<file path="src/rtl/uart_core_os_if.sv">
// uart_core_os_if: valid/ready bus between the register layer and the UART core
interface uart_core_os_if;
  logic       tx_valid;
  logic       tx_ready;
  logic [7:0] tx_data;
  logic       rx_valid;
  logic       rx_ready;
  logic [7:0] rx_data;
  logic       rx_parity_err;
  logic       rx_frame_err;
  logic       rx_overrun;
  modport master(output tx_valid, tx_data, rx_ready, input tx_ready, rx_valid, rx_data, rx_parity_err, rx_frame_err, rx_overrun);
  modport slave(input tx_valid, tx_data, rx_ready, output tx_ready, rx_valid, rx_data, rx_parity_err, rx_frame_err, rx_overrun);
endinterface

</file>
<file path="src/rtl/uart_core_os.sv">
// uart_core_os: single-clock UART transceiver with oversampled majority-vote RX
module uart_core_os #(
  parameter int DIV_W = 16,
  parameter int OVS = 16
) (
  input  logic             clk,
  input  logic             rst,
  input  logic [DIV_W-1:0] baud_div,
  input  logic [3:0]       length,
  input  logic             parity_en,
  input  logic             parity_type,
  input  logic             stop2,
  output logic             tx,
  output logic             tx_busy,
  input  logic             rx,
  uart_core_os_if.slave    bus
);
  typedef enum logic [2:0] {IDLE, START, DATA, PARITY, STOP1, STOP2} state_t;
  localparam int TW = $clog2(OVS);
  localparam logic [TW-1:0] T_LAST = TW'(OVS - 1);
  localparam logic [TW-1:0] T_S0 = TW'(OVS / 2 - 1);
  localparam logic [TW-1:0] T_S1 = TW'(OVS / 2);
  localparam logic [TW-1:0] T_S2 = TW'(OVS / 2 + 1);
  logic [3:0] len_eff;
  logic [7:0] mask;
  assign len_eff = (length >= 4'd5 && length <= 4'd8) ? length : 4'd8;
  assign mask = 8'hFF >> (4'd8 - len_eff);
  state_t tx_st, tx_nx;
  logic [DIV_W-1:0] tx_div, tx_div_l;
  logic [TW-1:0] tx_tk;
  logic [2:0] tx_bit, tx_len;
  logic [7:0] tx_sh;
  logic tx_par, tx_pen, tx_s2, tx_acc, tx_end;
  assign tx_acc = bus.tx_valid && bus.tx_ready;
  assign tx_end = tx_div == tx_div_l && tx_tk == T_LAST;
  // TX state register; reset forces IDLE so tx returns high at once
  always_ff @(posedge clk or posedge rst)
    if (rst) tx_st <= IDLE;
    else tx_st <= tx_nx;
  // TX next state: advance only on the last tick of each bit
  always_comb begin
    tx_nx = tx_st;
    case (tx_st)
      IDLE:    tx_nx = tx_acc ? START : IDLE;
      START:   tx_nx = tx_end ? DATA : START;
      DATA:    tx_nx = !tx_end ? DATA : tx_bit != tx_len ? DATA : tx_pen ? PARITY : STOP1;
      PARITY:  tx_nx = tx_end ? STOP1 : PARITY;
      STOP1:   tx_nx = !tx_end ? STOP1 : tx_s2 ? STOP2 : IDLE;
      STOP2:   tx_nx = tx_end ? IDLE : STOP2;
      default: tx_nx = IDLE;
    endcase
  end
  // TX outputs decoded from state
  always_comb begin
    bus.tx_ready = tx_st == IDLE;
    tx_busy = tx_st != IDLE;
    tx = tx_st == START ? 1'b0 : tx_st == DATA ? tx_sh[0] : tx_st == PARITY ? tx_par : 1'b1;
  end
  // TX datapath: latch config on accept, divider restarts so bit edges are exact
  always_ff @(posedge clk or posedge rst)
    if (rst) begin
      tx_div <= '0;
      tx_div_l <= '0;
      tx_tk <= '0;
      tx_bit <= '0;
      tx_len <= 3'd7;
      tx_sh <= '0;
      tx_par <= 1'b0;
      tx_pen <= 1'b0;
      tx_s2 <= 1'b0;
    end else if (tx_acc) begin
      tx_div <= '0;
      tx_div_l <= baud_div;
      tx_tk <= '0;
      tx_bit <= '0;
      tx_len <= 3'(len_eff - 4'd1);
      tx_sh <= bus.tx_data;
      tx_par <= ^(bus.tx_data & mask) ^ parity_type;
      tx_pen <= parity_en;
      tx_s2 <= stop2;
    end else if (tx_st != IDLE) begin
      tx_div <= tx_div == tx_div_l ? '0 : tx_div + 1'b1;
      if (tx_div == tx_div_l) tx_tk <= tx_tk == T_LAST ? '0 : tx_tk + 1'b1;
      if (tx_end && tx_st == DATA) begin
        tx_sh <= tx_sh >> 1;
        tx_bit <= tx_bit + 1'b1;
      end
    end
  logic [1:0] rx_sy;
  logic rx_s;
  assign rx_s = rx_sy[1];
  // RX synchroniser, idles high like the line
  always_ff @(posedge clk or posedge rst)
    if (rst) rx_sy <= 2'b11;
    else rx_sy <= {rx_sy[0], rx};
  state_t rx_st, rx_nx;
  logic [DIV_W-1:0] rx_div, rx_div_l;
  logic [TW-1:0] rx_tk;
  logic [2:0] rx_bit, rx_len;
  logic [7:0] rx_sh;
  logic rx_pen, rx_pty, rx_s2, rx_v0, rx_v1, rx_perr, rx_ferr;
  logic rx_tick, rx_dec, rx_end, rx_maj, rx_done;
  // RX state register
  always_ff @(posedge clk or posedge rst)
    if (rst) rx_st <= IDLE;
    else rx_st <= rx_nx;
  // RX next state: final stop bit leaves at its decision point to catch the next start edge
  always_comb begin
    rx_nx = rx_st;
    case (rx_st)
      IDLE:    rx_nx = rx_s ? IDLE : START;
      START:   rx_nx = rx_dec && rx_maj ? IDLE : rx_end ? DATA : START;
      DATA:    rx_nx = !rx_end ? DATA : rx_bit != rx_len ? DATA : rx_pen ? PARITY : STOP1;
      PARITY:  rx_nx = rx_end ? STOP1 : PARITY;
      STOP1:   rx_nx = rx_done ? IDLE : rx_end ? STOP2 : STOP1;
      STOP2:   rx_nx = rx_done ? IDLE : STOP2;
      default: rx_nx = IDLE;
    endcase
  end
  // RX strobes: tick, mid-bit decision, bit end, 3-sample majority, word complete
  always_comb begin
    rx_tick = rx_div == rx_div_l;
    rx_dec = rx_tick && rx_tk == T_S2;
    rx_end = rx_tick && rx_tk == T_LAST;
    rx_maj = (rx_v0 & rx_v1) | (rx_v0 & rx_s) | (rx_v1 & rx_s);
    rx_done = rx_dec && (rx_st == STOP2 || (rx_st == STOP1 && !rx_s2));
  end
  // RX datapath: latch config on start detect, sample, shift and accumulate errors
  always_ff @(posedge clk or posedge rst)
    if (rst) begin
      rx_div <= '0;
      rx_div_l <= '0;
      rx_tk <= '0;
      rx_bit <= '0;
      rx_len <= 3'd7;
      rx_sh <= '0;
      rx_pen <= 1'b0;
      rx_pty <= 1'b0;
      rx_s2 <= 1'b0;
      rx_v0 <= 1'b1;
      rx_v1 <= 1'b1;
      rx_perr <= 1'b0;
      rx_ferr <= 1'b0;
    end else if (rx_st == IDLE) begin
      if (!rx_s) begin
        rx_div <= '0;
        rx_div_l <= baud_div;
        rx_tk <= '0;
        rx_bit <= '0;
        rx_len <= 3'(len_eff - 4'd1);
        rx_sh <= '0;
        rx_pen <= parity_en;
        rx_pty <= parity_type;
        rx_s2 <= stop2;
        rx_perr <= 1'b0;
        rx_ferr <= 1'b0;
      end
    end else begin
      rx_div <= rx_tick ? '0 : rx_div + 1'b1;
      if (rx_tick) rx_tk <= rx_tk == T_LAST ? '0 : rx_tk + 1'b1;
      if (rx_tick && rx_tk == T_S0) rx_v0 <= rx_s;
      if (rx_tick && rx_tk == T_S1) rx_v1 <= rx_s;
      if (rx_dec && rx_st == DATA) rx_sh <= {rx_maj, rx_sh[7:1]};
      if (rx_dec && rx_st == PARITY) rx_perr <= ^rx_sh ^ rx_maj ^ rx_pty;
      if (rx_dec && (rx_st == STOP1 || rx_st == STOP2) && !rx_maj) rx_ferr <= 1'b1;
      if (rx_end && rx_st == DATA) rx_bit <= rx_bit + 1'b1;
    end
  // RX output register with valid/ready hold and overrun flag
  always_ff @(posedge clk or posedge rst)
    if (rst) begin
      bus.rx_valid <= 1'b0;
      bus.rx_data <= '0;
      bus.rx_parity_err <= 1'b0;
      bus.rx_frame_err <= 1'b0;
      bus.rx_overrun <= 1'b0;
    end else if (rx_done) begin
      bus.rx_valid <= 1'b1;
      bus.rx_data <= rx_sh >> (3'd7 - rx_len);
      bus.rx_parity_err <= rx_perr;
      bus.rx_frame_err <= rx_ferr | !rx_maj;
      bus.rx_overrun <= bus.rx_valid && !bus.rx_ready;
    end else if (bus.rx_valid && bus.rx_ready) bus.rx_valid <= 1'b0;
endmodule

</file>
<file path="src/flat_wrapper.sv">
// flat-port wrapper written by rule: the top's interface ports become plain ports
module uart_core_os_flat 
#(
  parameter int DIV_W = 16,
  parameter int OVS = 16
)
  (clk, rst, baud_div, length, parity_en, parity_type, stop2, tx, tx_busy, rx, bus_tx_valid, bus_tx_data, bus_rx_ready, bus_tx_ready, bus_rx_valid, bus_rx_data, bus_rx_parity_err, bus_rx_frame_err, bus_rx_overrun);
  uart_core_os_if bus_i ();
  input  logic clk;
  input  logic rst;
  input  logic [DIV_W-1:0] baud_div;
  input  logic [3:0] length;
  input  logic parity_en;
  input  logic parity_type;
  input  logic stop2;
  output logic tx;
  output logic tx_busy;
  input  logic rx;
  input wire logic [$bits(bus_i.tx_valid)-1:0] bus_tx_valid;
  input wire logic [$bits(bus_i.tx_data)-1:0] bus_tx_data;
  input wire logic [$bits(bus_i.rx_ready)-1:0] bus_rx_ready;
  output wire logic [$bits(bus_i.tx_ready)-1:0] bus_tx_ready;
  output wire logic [$bits(bus_i.rx_valid)-1:0] bus_rx_valid;
  output wire logic [$bits(bus_i.rx_data)-1:0] bus_rx_data;
  output wire logic [$bits(bus_i.rx_parity_err)-1:0] bus_rx_parity_err;
  output wire logic [$bits(bus_i.rx_frame_err)-1:0] bus_rx_frame_err;
  output wire logic [$bits(bus_i.rx_overrun)-1:0] bus_rx_overrun;
  assign bus_i.tx_valid = bus_tx_valid;
  assign bus_i.tx_data = bus_tx_data;
  assign bus_i.rx_ready = bus_rx_ready;
  assign bus_tx_ready = bus_i.tx_ready;
  assign bus_rx_valid = bus_i.rx_valid;
  assign bus_rx_data = bus_i.rx_data;
  assign bus_rx_parity_err = bus_i.rx_parity_err;
  assign bus_rx_frame_err = bus_i.rx_frame_err;
  assign bus_rx_overrun = bus_i.rx_overrun;
  uart_core_os #(.DIV_W(DIV_W), .OVS(OVS)) u_core (.clk(clk), .rst(rst), .baud_div(baud_div), .length(length), .parity_en(parity_en), .parity_type(parity_type), .stop2(stop2), .tx(tx), .tx_busy(tx_busy), .rx(rx), .bus(bus_i));
endmodule
</file>
<file path="config.mk">
export PLATFORM = sky130hd
export DESIGN_NAME = uart_core_os_flat
export DESIGN_NICKNAME = d
export VERILOG_FILES = /design/src/rtl/uart_core_os_if.sv /design/src/rtl/uart_core_os.sv /design/src/flat_wrapper.sv
export SDC_FILE = /design/constraint.sdc
export NUM_CORES = 1
export LEC_CHECK = 0
export ABC_AREA = 1
export BUFFER_PORTS_ARGS = -buffer_cell sky130_fd_sc_hd__clkbuf_2
export CORE_UTILIZATION = 50
export CTS_CLUSTER_DIAMETER = 60
export DETAILED_ROUTE_END_ITERATION = 12
export PLACE_DENSITY = 0.68
export SYNTH_ARGS = -nofsm -noshare
export SYNTH_HDL_FRONTEND = slang
export SYNTH_SLANG_ARGS = --single-unit
</file>
<file path="constraint.sdc">
create_clock -name clk -period 3.8 [get_ports clk]
set_input_delay 0.19 -clock clk [delete_from_list [all_inputs] [get_ports clk]]
set_output_delay 0.19 -clock clk [all_outputs]
set_load 0.05 [all_outputs]
</file>
==> impl_metrics.json <==
{
  "maxSlewViolCount": 0,
  "grt_max_degree": 131,
  "crit_start": "u_core.tx_st[2]",
  "synth_area_per_cell_um2": 7.830,
  "cts_resized": 0,
  "required_ps": 4120,
  "hold_viol": 0,
  "cp-end-kind": "register",
  "path_cells": "inv_1 -> nand2_1 -> nor2_2 -> buf_4 -> inv_2 -> o21ai_2 -> nand2_1 -> nand2_1",
  "cts_inserted_buffers": 17,
  "fin_cells": 1194,
  "grt_pass1_wl_mm": 26.52,
  "drc": 0,
  "holdCritStartpoint": "parity_type",
  "max_slew.worst_pin.slew_ps": 772.9,
  "layout_commonest_cell": "nand2_1",
  "timing.fmax_ghz": 0.4790,
  "wirelength_mm": 15.45,
  "grtUsageTotal": 0.2271,
  "syn_inst": 941,
  "timing.rr.start": "u_core.tx_st[2]",
  "final_period_minus_worst_setup_slack_ps": 2088,
  "crit_type": "register to register",
  "ir_drop_v": 0.0003273,
  "dieHeight_um": 123.4,
  "clk_pin_slew_ps": 60,
  "cts_tree": "done",
  "hold_path_class": "primary input to register",
  "cts_max_path_buffers": 2,
  "place_hpwl_mm": 10.57,
  "grt-ovfl-total": 0,
  "postCtsSetupRepairBufs": 0,
  "antenna_left": 0,
  "initial_core_util": 0.5207,
  "critical_path.max_fanout": 45,
  "wl_per_cell_um": 12.94,
  "leakage_nw": 4.285,
  "arrival_ps": 2410,
  "drt_iter0_markers": 386,
  "layout.cells.most_common_list": "nand2_1, dfrtp_1, inv_1",
  "die_area_um2": 15230,
  "outcome": "finished, final reports clean",
  "final-setup-viol-count": 0,
  "drtPass1Iterations": 5,
  "fin_nets": 1050,
  "skew_ps": 9.200,
  "post-route-period-util": 0.5494,
  "synth_top_area_share": 0.4075,
  "synth_area_um2": 7368,
  "max_slew_margin": 0.4847,
  "die_x_um": 123.4,
  "yosysWarningCount": 0,
  "holdBufCountCts": 13,
  "clk_latency_ps": 430,
  "area_growth_pct": 16.03,
  "ys_types": 38,
  "via_per_inst": 4.996,
  "grt_pass1_vias": 5548,
  "cpMaxStageDelayCell": "inv_2",
  "gp_congestion": 0.8201,
  "num_vias": 5965,
  "place_inst": 1149,
  "drive_gt1_frac": 0.1578,
  "cpPeakStageDelay_ps": 570,
  "rows": 43,
  "synth_area_leader_cell": "dfrtp_1",
  "max_cap_violations": 0,
  "syn_nets": 990,
  "synth_area_leaders": "dfrtp_1, nand2_1, xor2_1",
  "fp.coreArea_um2": 14150,
  "antenna_found_initial": 0,
  "port_buffers": 50,
  "seq_area_frac_synth": 0.4432,
  "clock_sinks": 130,
  "final.setup.tns_ps": 0,
  "critPathMostFrequentCell": "nand2_1",
  "io_pins": 51,
  "rsz0062_at_grt": "no",
  "synth_seq_cells": 130,
  "htreeDepth": 4,
  "powerDensity_nw_per_um2": 435.7,
  "start_kind": "register",
  "num_antenna_cells": 0,
  "cts_root_buffer": "clkbuf_16",
  "fillers": 1241
}
-- registers in the layout, summed over array words and instances, names as in the netlist, 2 cells and up --
signal / cells
u_core.tx_len: 3
u_core.rx_div_l: 16
u_core.tx_tk: 4
u_core.tx_st: 3
u_core.tx_sh: 8
u_core.rx_st: 3
u_core.rx_len: 3
u_core.bus.rx_data: 8
u_core.rx_sh: 8
u_core.rx_bit: 3
u_core.tx_div: 16
u_core.tx_bit: 3
u_core.rx_tk: 4
u_core.rx_div: 16
u_core.rx_sy: 2
u_core.tx_div_l: 16
-- synth_stat cells --
cell and n:
o22ai_1 15, buf_2 8, nor2_1 65, xor2_1 47
nor2_8 1, dfrtp_1 120, nand3_2 3, ha_1 13
nor2_4 4, buf_6 4, o21ai_2 22, inv_1 105
nand3_4 3, nand4_1 13, o31ai_1 3, clkbuf_1 12
nand2_2 9, o21ai_1 17, inv_2 8, xnor2_1 20
nand3b_1 5, nor2_2 4, dfstp_2 10, a21oi_1 5
or2_2 5, buf_4 1, nor3_1 6, nor3_2 2
o21ai_0 57, nand2_4 1, o21a_1 1, clkinv_1 2
nand2_1 300, o21bai_1 1, nor3b_1 1, o211ai_1 3
nand3_1 44, buf_1 1
-- path summary, 6_finish.rpt --
kind | endpoint | slack (ps) | cells after the start
hold reg to reg | u_core.rx_sy[1] | 360 | 0
min in group asynchronous | u_core.tx_sh[2] | 410 | 4
setup reg to reg | u_core.tx_sh[0] | 1710 | 8
setup / recovery | u_core.tx_sh[0] | 1710 | 8
max in group asynchronous | u_core.rx_div_l[14] | 2750 | 4
hold / removal | u_core.rx_pty | 20 | 3
-- area by class of cell --
type / count / area, µm² / share of cell area
multi-input combinational: 670 / 3532 / 0.4131
sequential: 130 / 3266 / 0.3820
clock buffer: 20 / 466.7 / 0.05459
inverter: 115 / 434.2 / 0.05078
timing repair buffer: 67 / 422.9 / 0.04947
tap: 180 / 225.2 / 0.02634
clock inverter: 12 / 202.7 / 0.02371
-- critical path, delay by kind of cell (launching register included) --
kind | cells | cell delay, ps
buffers and inverters | 3 | 860
and+or+nand+nor | 4 | 430
DFF | 1 | 420
AOI/OAI and AO/OA | 1 | 250
-- power breakdown --
part | switching [mW] | internal, mW
registers | 0.0953 | 1.46
logic | 0.180 | 0.140
clock network | 0.628 | 1.22
-- cell families after synthesis --
kind of cell	synth area share
flip-flops	0.4432
XOR/XNOR	0.07964
adder cells (fa/ha/maj)	0.02208
AND/OR/NAND/NOR	0.2766
AO/OA/AOI/OAI	0.1007
buffers and inverters	0.07777
-- stage by stage --
step             util  area, µm²  hold WS, ps  power (mW)  worst slack (ps)
2_1_floorplan       -       7368        194.5       1.807             157.2
3_3_place_gp   0.5477       7750        277.7       1.882              1721
3_5_place_dp   0.5477       7750        279.3       1.891              1714
4_1_cts        0.6042       8549        8.601       3.751              1720
5_1_grt        0.6042       8549        24.12       3.869              1519
6_report       0.6042       8549        22.67       3.725              1712
-- metal layers --
metal  vias up  global-route usage  wire [µm]
li1       3087                   -          -
met1      2747              0.3075       7524
met2       109              0.3541       7131
met3        22             0.04105        530
met4         0              0.1039        268
met5         -                   0          0
No activity file was read; power rests on OpenSTA's default activity.
